===== config.mk =====
export PLATFORM = sky130hd
export DESIGN_NAME = updown_load_counter
export DESIGN_NICKNAME = d
export VERILOG_FILES = /design/src/rtl/counter_pkg.sv /design/src/rtl/counter_step.sv /design/src/rtl/updown_load_counter.sv
export SDC_FILE = /design/constraint.sdc
export NUM_CORES = 1
export LEC_CHECK = 0
export CELL_PAD_IN_SITES_DETAIL_PLACEMENT = 1
export CELL_PAD_IN_SITES_GLOBAL_PLACEMENT = 1
export CORE_AREA = 2 2 39 41
export DETAILED_ROUTE_END_ITERATION = 6
export DIE_AREA = 0 0 41 43
export PLACE_DENSITY_LB_ADDON = 0.1
export SYNTH_ARGS = -nofsm -noshare
export SYNTH_HDL_FRONTEND = slang
export SYNTH_SLANG_ARGS = --single-unit

===== constraint.sdc =====
create_clock -name CLK -period 1.9 [get_ports CLK]
set_input_delay 0.38 -clock CLK [delete_from_list [all_inputs] [get_ports CLK]]
set_output_delay 0.38 -clock CLK [all_outputs]
set_load 0.03 [all_outputs]

===== src/rtl/counter_pkg.sv =====
// Shared types and constants for the up/down load counter.
// Holds the FSM state encoding and the direction encodings.
package counter_pkg;

    typedef enum logic [1:0] {
        IDLE,
        RUN,
        HOLD
    } cnt_state_t;

    localparam logic DIR_UP   = 1'b1;
    localparam logic DIR_DOWN = 1'b0;

endpackage


===== src/rtl/counter_step.sv =====
// Combinational modulo step: next count and wrap flag for one step.
// Ports: cur (current count), dir (1=up), max_val (top of range) -> nxt, wrap.
module counter_step
    import counter_pkg::*;
#(
    parameter int W = 3
) (
    input  logic [W-1:0] cur,
    input  logic         dir,
    input  logic [W-1:0] max_val,
    output logic [W-1:0] nxt,
    output logic         wrap
);

    // Wrap is decided against max_val, not the natural W-bit overflow,
    // so ranges shorter than 2**W behave as true modulo counters.
    always_comb begin
        nxt  = cur;
        wrap = 1'b0;
        if (dir == DIR_UP) begin
            if (cur == max_val) begin
                nxt  = '0;
                wrap = 1'b1;
            end else begin
                nxt = cur + W'(1);
            end
        end else begin
            if (cur == '0) begin
                nxt  = max_val;
                wrap = 1'b1;
            end else begin
                nxt = cur - W'(1);
            end
        end
    end

endmodule


===== src/rtl/updown_load_counter.sv =====
// Up/down modulo counter with synchronous load, run/hold FSM and status flags.
// Ports: CLK, RST (async active-low), UP_or_DOWN, START_or_STOP, LOAD, IN -> OUT, TC, RUNNING, LOAD_CLIP.
module updown_load_counter
    import counter_pkg::*;
#(
    parameter int HOW_MANY_BITS = 3,
    parameter int MAX_VAL       = 2**HOW_MANY_BITS - 1
) (
    input  logic                     CLK,
    input  logic                     RST,
    input  logic                     UP_or_DOWN,
    input  logic                     START_or_STOP,
    input  logic                     LOAD,
    input  logic [HOW_MANY_BITS-1:0] IN,
    output logic [HOW_MANY_BITS-1:0] OUT,
    output logic                     TC,
    output logic                     RUNNING,
    output logic                     LOAD_CLIP
);

    localparam int W = HOW_MANY_BITS;
    localparam logic [W-1:0] MAX_V = W'(MAX_VAL);

    cnt_state_t   state;
    logic [W-1:0] step_val;
    logic         step_wrap;
    logic         over;
    logic [W-1:0] ld_val;

    counter_step #(
        .W(W)
    ) u_step (
        .cur    (OUT),
        .dir    (UP_or_DOWN),
        .max_val(MAX_V),
        .nxt    (step_val),
        .wrap   (step_wrap)
    );

    assign over   = (IN > MAX_V);
    assign ld_val = over ? MAX_V : IN;

    // Every state leaves on START_or_STOP alone, so the next state is
    // RUN or HOLD; the count step uses the state held at this edge.
    always_ff @(posedge CLK or negedge RST) begin
        if (!RST) begin
            state     <= IDLE;
            OUT       <= '0;
            TC        <= 1'b0;
            RUNNING   <= 1'b0;
            LOAD_CLIP <= 1'b0;
        end else begin
            unique case (state)
                IDLE,
                RUN,
                HOLD: begin
                    state   <= START_or_STOP ? RUN : HOLD;
                    RUNNING <= START_or_STOP;
                end
                default: begin
                    state   <= IDLE;
                    RUNNING <= 1'b0;
                end
            endcase

            if (LOAD) begin
                OUT <= ld_val;
                TC  <= 1'b0;
                if (over) begin
                    LOAD_CLIP <= 1'b1;
                end
            end else if (state == RUN) begin
                OUT <= step_val;
                TC  <= step_wrap;
            end else begin
                TC <= 1'b0;
            end
        end
    end

endmodule


======== Word-level counts from Yosys, hierarchy flattened ========
Cells that the tools add are included.
W data, S select, Z words.
operators by class
  equal/unequal tests ..................... 3
  reductions and logical operators ........ 5
  magnitude comparators ................... 1
  add/sub/neg operators ................... 2
  muxes and demuxes ....................... 14
operators with widths
  kind                   number
  $mux W3                6
  $mux W1                6
  $mux W2                2
  $add A3 B1 Y3 const B  1
  $eq A3 B3 Y1 const B   1
  $gt A3 B3 Y1 const B   1
  $logic_not A3 Y1       1
  $reduce_or A3 Y1       1
  $sub A3 B1 Y3 const B  1
  $eq A2 B1 Y1 const B   1
  $eq A2 B2 Y1 const B   1
  $logic_not A2 Y1       1
  $reduce_and A2 Y1      1
  $reduce_bool A2 Y1     1
storage, ports and cells
  register bits ........................... 8
  output and inout port bits .............. 6
  word-level logic and storage cells ...... 30

======== Logic depth before layout (Yosys ltp) ========
  depth in word-level cells ............... 5
  depth in mapped cells ................... 5
  depth with buffers taken out ............ 5

======== By module ========
A second synthesis with hierarchy kept.
second synthesis, totals
  cell total of the unflattened synthesis .. 52
  area total of the unflattened synthesis .. 520.5 µm²
by module, submodules not included
  module               area an instance (µm²)  times used  cells an instance
  updown_load_counter  312.8                   1           26
  counter_step         207.7                   1           26

======== Worst setup path after synthesis ========
Ideal clock, no wire load.
  kind .................................... flip-flop to flip-flop
  from .................................... register OUT[0]
  to ...................................... register OUT[0]
  clock period less this slack ............ 1.422 ns
  arrival time ............................ 1.277 ns
  setup time .............................. 0.146 ns
  required time ........................... 1.754 ns
  setup slack ............................. 0.478 ns
  path buffers ............................ 0
  stages on the path, launching flop included .. 6
  cell sequence ........................... dfrtp_1 inv_1 ha_1 nor3b_1 o21ai_0 o311ai_0
between the ends
  cells in the longest elaborated chain, start to end .. 5
  elaborated cells on any way between the ends .. 9
  those cells by class .................... add/sub: 2; eq/ne: 1; mux: 5; reduce/logical: 1
ends and longest elaborated chain
  item                                         RTL line                                text
  start: declaration                           updown_load_counter.sv:15               output logic [HOW_MANY_BITS-1:0] OUT,
  start signal: assignment                     updown_load_counter.sv:67               OUT <= ld_val;
  start signal: assignment                     updown_load_counter.sv:73               OUT <= step_val;
  $sub A3 B1 Y3, or another cell as far along  counter_step.sv:32                      nxt = cur - W'(1);
  $mux W3 (on tied branches)                   counter_step.sv:28, counter_step.sv:21
  $mux W3 *                                    counter_step.sv:20                      if (dir == DIR_UP) begin
  $mux W3 *                                    updown_load_counter.sv:72               end else if (state == RUN) begin
  $mux W3 *                                    updown_load_counter.sv:66               if (LOAD) begin
Every way passes the cells marked *; elsewhere a longest branch is shown, timed or not. The select of a mux whose other input is x is not followed.
A chain may end at the register's enable or synchronous reset.

======== Final worst setup path ========
  from .................................... register OUT[2]
  to ...................................... output OUT[2]
No word-level cell between the ends.

==> impl_metrics.py <==
metrics = {
    "placed_design": {
        "globalplace.congestion": 0.789,
        "place_hpwl_um": 758,
        "dpl_cell_area_um2": 538,
        "numPortBuffers": 13,
        "dpl.cell_count": 66,
    },
    "hold_path": {
        "worst_hold_path.num_cells": 0,
        "hold_class": "flop to flop",
    },
    "power": {
        "p_sw_frac": 0.308,
        "power-per-cell-area_mw_per_mm2": 764,
        "vdd_drop_max_v": 0.000386,
        "internal_power_mw": 0.299,
        "power.static_leakage_nw": 0.240,
        "power_share_of_the_combinational_group": 0.281,
        "clock_power_share": 0.310,
        "pwr-share-seq": 0.409,
        "switching_power_mw": 0.133,
    },
    "synth": {
        "post_synth_inst_count": 38,
        "synth_cell_types": 22,
        "synth-warning-count": 0,
        "yosysSeqAreaShare": 0.447,
        "syn_area_um2": 392,
        "synth_top_area_frac": 0.447,
        "postSynthRegisterBits": 7,
        "post_synth_main_area_contributors": "sky130_fd_sc_hd__dfrtp_1, sky130_fd_sc_hd__ha_1, sky130_fd_sc_hd__a21oi_1, sky130_fd_sc_hd__nor3b_1, sky130_fd_sc_hd__o31ai_1",
        "synth.net_count": 50,
        "yosys_top_cell_by_area": "sky130_fd_sc_hd__dfrtp_1",
        "synth.avg_cell_area_um2": 10.3,
    },
    "floorplanning": {
        "die_height_um": 43,
        "top_level_ports": 14,
        "core_region_area_mm2": 0.00138,
        "initial_utilization": 0.283,
        "rows": 14,
        "dieArea_mm2": 0.00176,
        "fp.dieW_um": 41,
    },
    "global_routing": {
        "grt_antenna_before_repair": 0,
        "grt_max_degree": 9,
        "via_count_of_the_first_global_routing_pass": 394,
        "globalRouteTotalUtil": 0.138,
        "first_pass_grt_wire_length_mm": 1.58,
        "overflow_left_after_global_routing": 0,
    },
    "layout": {
        "final_core_utilization": 0.408,
        "layout-drive-gt1-share": 0.0741,
        "finalNonFillerCells": 70,
        "final_common_cell": "sky130_fd_sc_hd__clkdlybuf4s50_1",
        "num-fill-cells": 159,
        "final_area_um2": 564,
        "num-nets-final": 67,
        "final_cell_mix": "sky130_fd_sc_hd__clkdlybuf4s50_1, sky130_fd_sc_hd__dfrtp_1, sky130_fd_sc_hd__a21oi_1, sky130_fd_sc_hd__ha_1",
        "diodes": 0,
        "flow.area_growth_from_synthesis_pct": 44.1,
    },
    "timing": {
        "finalSetupViolCount": 0,
        "fin_skew_ns": 0.00825,
        "worst-slew-pin-transition_ns": 0.342,
        "grt_setup_unrepaired": "false",
        "max_freq_mhz": 555,
        "finalWorstPathRequiredPeriod_ns": 1.80,
        "maxSlewViolCount": 0,
        "final.period_utilization": 0.949,
        "hold_viol": 0,
        "final.setup.tns_ns": 0,
        "slew-limit-headroom": 0.769,
    },
    "setup_path": {
        "r2r_cells": 5,
        "crit_path_dat_ns": 1.42,
        "crit_path_max_fanout": 7,
        "cpMaxStageDelayCell": "sky130_fd_sc_hd__clkdlybuf4s50_1",
        "crit_path_cell_trace": "clkdlybuf4s50_1",
        "worstSetupPathType": "flop to output pin",
        "cp-end-kind": "output pin",
        "cp_slowest_stage_delay_ns": 0.71,
        "cp.buffers_inverters": 1,
        "critical_path_cell_count": 1,
        "cp_data_required_time_ns": 1.52,
        "crit_path_start_kind": "flop",
        "critPathTopFamily": "buffers and inverters",
    },
    "route": {
        "drt-wirelength-per-cell_um": 14.0,
        "first_pass_iters": 2,
        "route.antenna.remaining_nets": 0,
        "post-route-drc-count": 0,
        "wirelength_routed_um": 982,
        "viasPerCell": 4.91,
        "first_iter_violations": 3,
        "num_vias": 344,
    },
    "clock_network": {
        "cts_hold_repair.buffers": 0,
        "clock_insertion_delay_worst_skew_ns": 0.25,
        "cells_resized_by_post_cts_repair": 0,
        "tritoncts_num_sinks": 7,
        "tritoncts.num_buffers": 3,
        "path_clk_slew_ns": 0.05,
        "clock_tree.buffer_depth": 2,
        "cts_max_level": 1,
        "cts_setup_buffers": 0,
        "cts_tree": "yes",
        "clock_tree.root_cell": "sky130_fd_sc_hd__clkbuf_4",
    },
    "status": {
        "status": "completed",
    },
    "run": {
        "maxCapViolCount": 0,
    },
}
==> worst register-to-register path, stage by stage, from the launching register on <==
cell and delay, ns:
sky130_fd_sc_hd__dfrtp_1 0.39, sky130_fd_sc_hd__inv_1 0.11, sky130_fd_sc_hd__ha_1 0.23, sky130_fd_sc_hd__nor3b_1 0.16, sky130_fd_sc_hd__o21ai_0 0.25, sky130_fd_sc_hd__o311ai_0 0.19
==> area by class of cell <==
class / instances / area (um2) / share of cell area
timing repair buffer: 13 / 130 / 0.231
multi-input combinational: 27 / 201 / 0.357
tap: 16 / 20.0 / 0.0355
clock buffer: 4 / 26.3 / 0.0466
sequential: 7 / 175 / 0.310
inverter: 3 / 11.3 / 0.0200
==> path summary, 6_finish.rpt <==
path	startpoint	to	slack (ns)
min in group asynchronous	RST	OUT[1]$_DFFE_PN0P_	0.39
max in group asynchronous	RST	state[1]$_DFF_PN0_	1.27
worst max register to register	OUT[0]$_DFFE_PN0P_	OUT[0]$_DFFE_PN0P_	0.42
worst min register to register	LOAD_CLIP$_DFFE_PN0P_	LOAD_CLIP$_DFFE_PN0P_	0.38
worst min-delay path	LOAD_CLIP$_DFFE_PN0P_	LOAD_CLIP$_DFFE_PN0P_	0.38
worst max-delay path	OUT[2]$_DFFE_PN0P_	OUT[2]	0.1
==> stage by stage <==
stage	hold WS [ns]	setup WS (ns)	power, mW
6_report	0.377	0.0974	0.431
4_1_cts	0.382	0.0845	0.440
3_5_place_dp	0.371	0.185	0.300
3_3_place_gp	0.364	0.219	0.296
2_1_floorplan	0.0844	0.478	0.243
5_1_grt	0.396	0.0468	0.461
==> sequential cells by signal (all words and copies together), names as in the netlist <==
register   flops
LOAD_CLIP      1
OUT            3
RUNNING        1
TC             1
state          1
==> synth_stat cells <==
| master | number |
|---|---|
| sky130_fd_sc_hd__nor3b_1 | 2 |
| sky130_fd_sc_hd__a21oi_2 | 1 |
| sky130_fd_sc_hd__a21o_1 | 1 |
| sky130_fd_sc_hd__o21ai_0 | 1 |
| sky130_fd_sc_hd__nor2b_1 | 1 |
| sky130_fd_sc_hd__a221oi_1 | 1 |
| sky130_fd_sc_hd__nand3b_1 | 1 |
| sky130_fd_sc_hd__or2b_1 | 1 |
| sky130_fd_sc_hd__nor3_1 | 1 |
| sky130_fd_sc_hd__o31ai_1 | 2 |
| sky130_fd_sc_hd__ha_1 | 4 |
| sky130_fd_sc_hd__nand2b_1 | 1 |
| sky130_fd_sc_hd__nor2_1 | 1 |
| sky130_fd_sc_hd__inv_1 | 3 |
| sky130_fd_sc_hd__nand2_1 | 1 |
| sky130_fd_sc_hd__a31oi_1 | 1 |
| sky130_fd_sc_hd__o311ai_0 | 1 |
| sky130_fd_sc_hd__a21boi_0 | 1 |
| sky130_fd_sc_hd__or3b_1 | 1 |
| sky130_fd_sc_hd__clkbuf_1 | 1 |
| sky130_fd_sc_hd__dfrtp_1 | 7 |
| sky130_fd_sc_hd__a21oi_1 | 4 |
==> power by group through the flow <==
stage                     sequential [mW]  clock [mW]  combinational [mW]
after floorplan                     0.195           0              0.0474
after global placement              0.178           0               0.119
after detailed placement            0.179           0               0.121
after CTS                           0.177       0.141               0.123
after global routing                0.179       0.150               0.133
final                               0.176       0.134               0.121
==> logic make-up (layout without fill, tap and decap cells) <==
kind of cell    count (synthesis)  count (layout)  synth area share
compound gates                 13              13             0.224
simple gates                   10              10             0.163
flops                           7               7             0.447
fa+ha+maj                       4               4             0.128
buf+inv                         4              20            0.0383
==> routing by layer <==
| metal | GRT usage | wire length, um | up-vias |
|---|---|---|---|
| met5 | 0 | 0 | - |
| met4 | 0.0400 | 0 | 0 |
| met3 | 0.0628 | 72 | 0 |
| met2 | 0.225 | 508 | 12 |
| met1 | 0.154 | 401 | 163 |
| li1 | - | - | 169 |
Power figures use the tool's default switching activity.
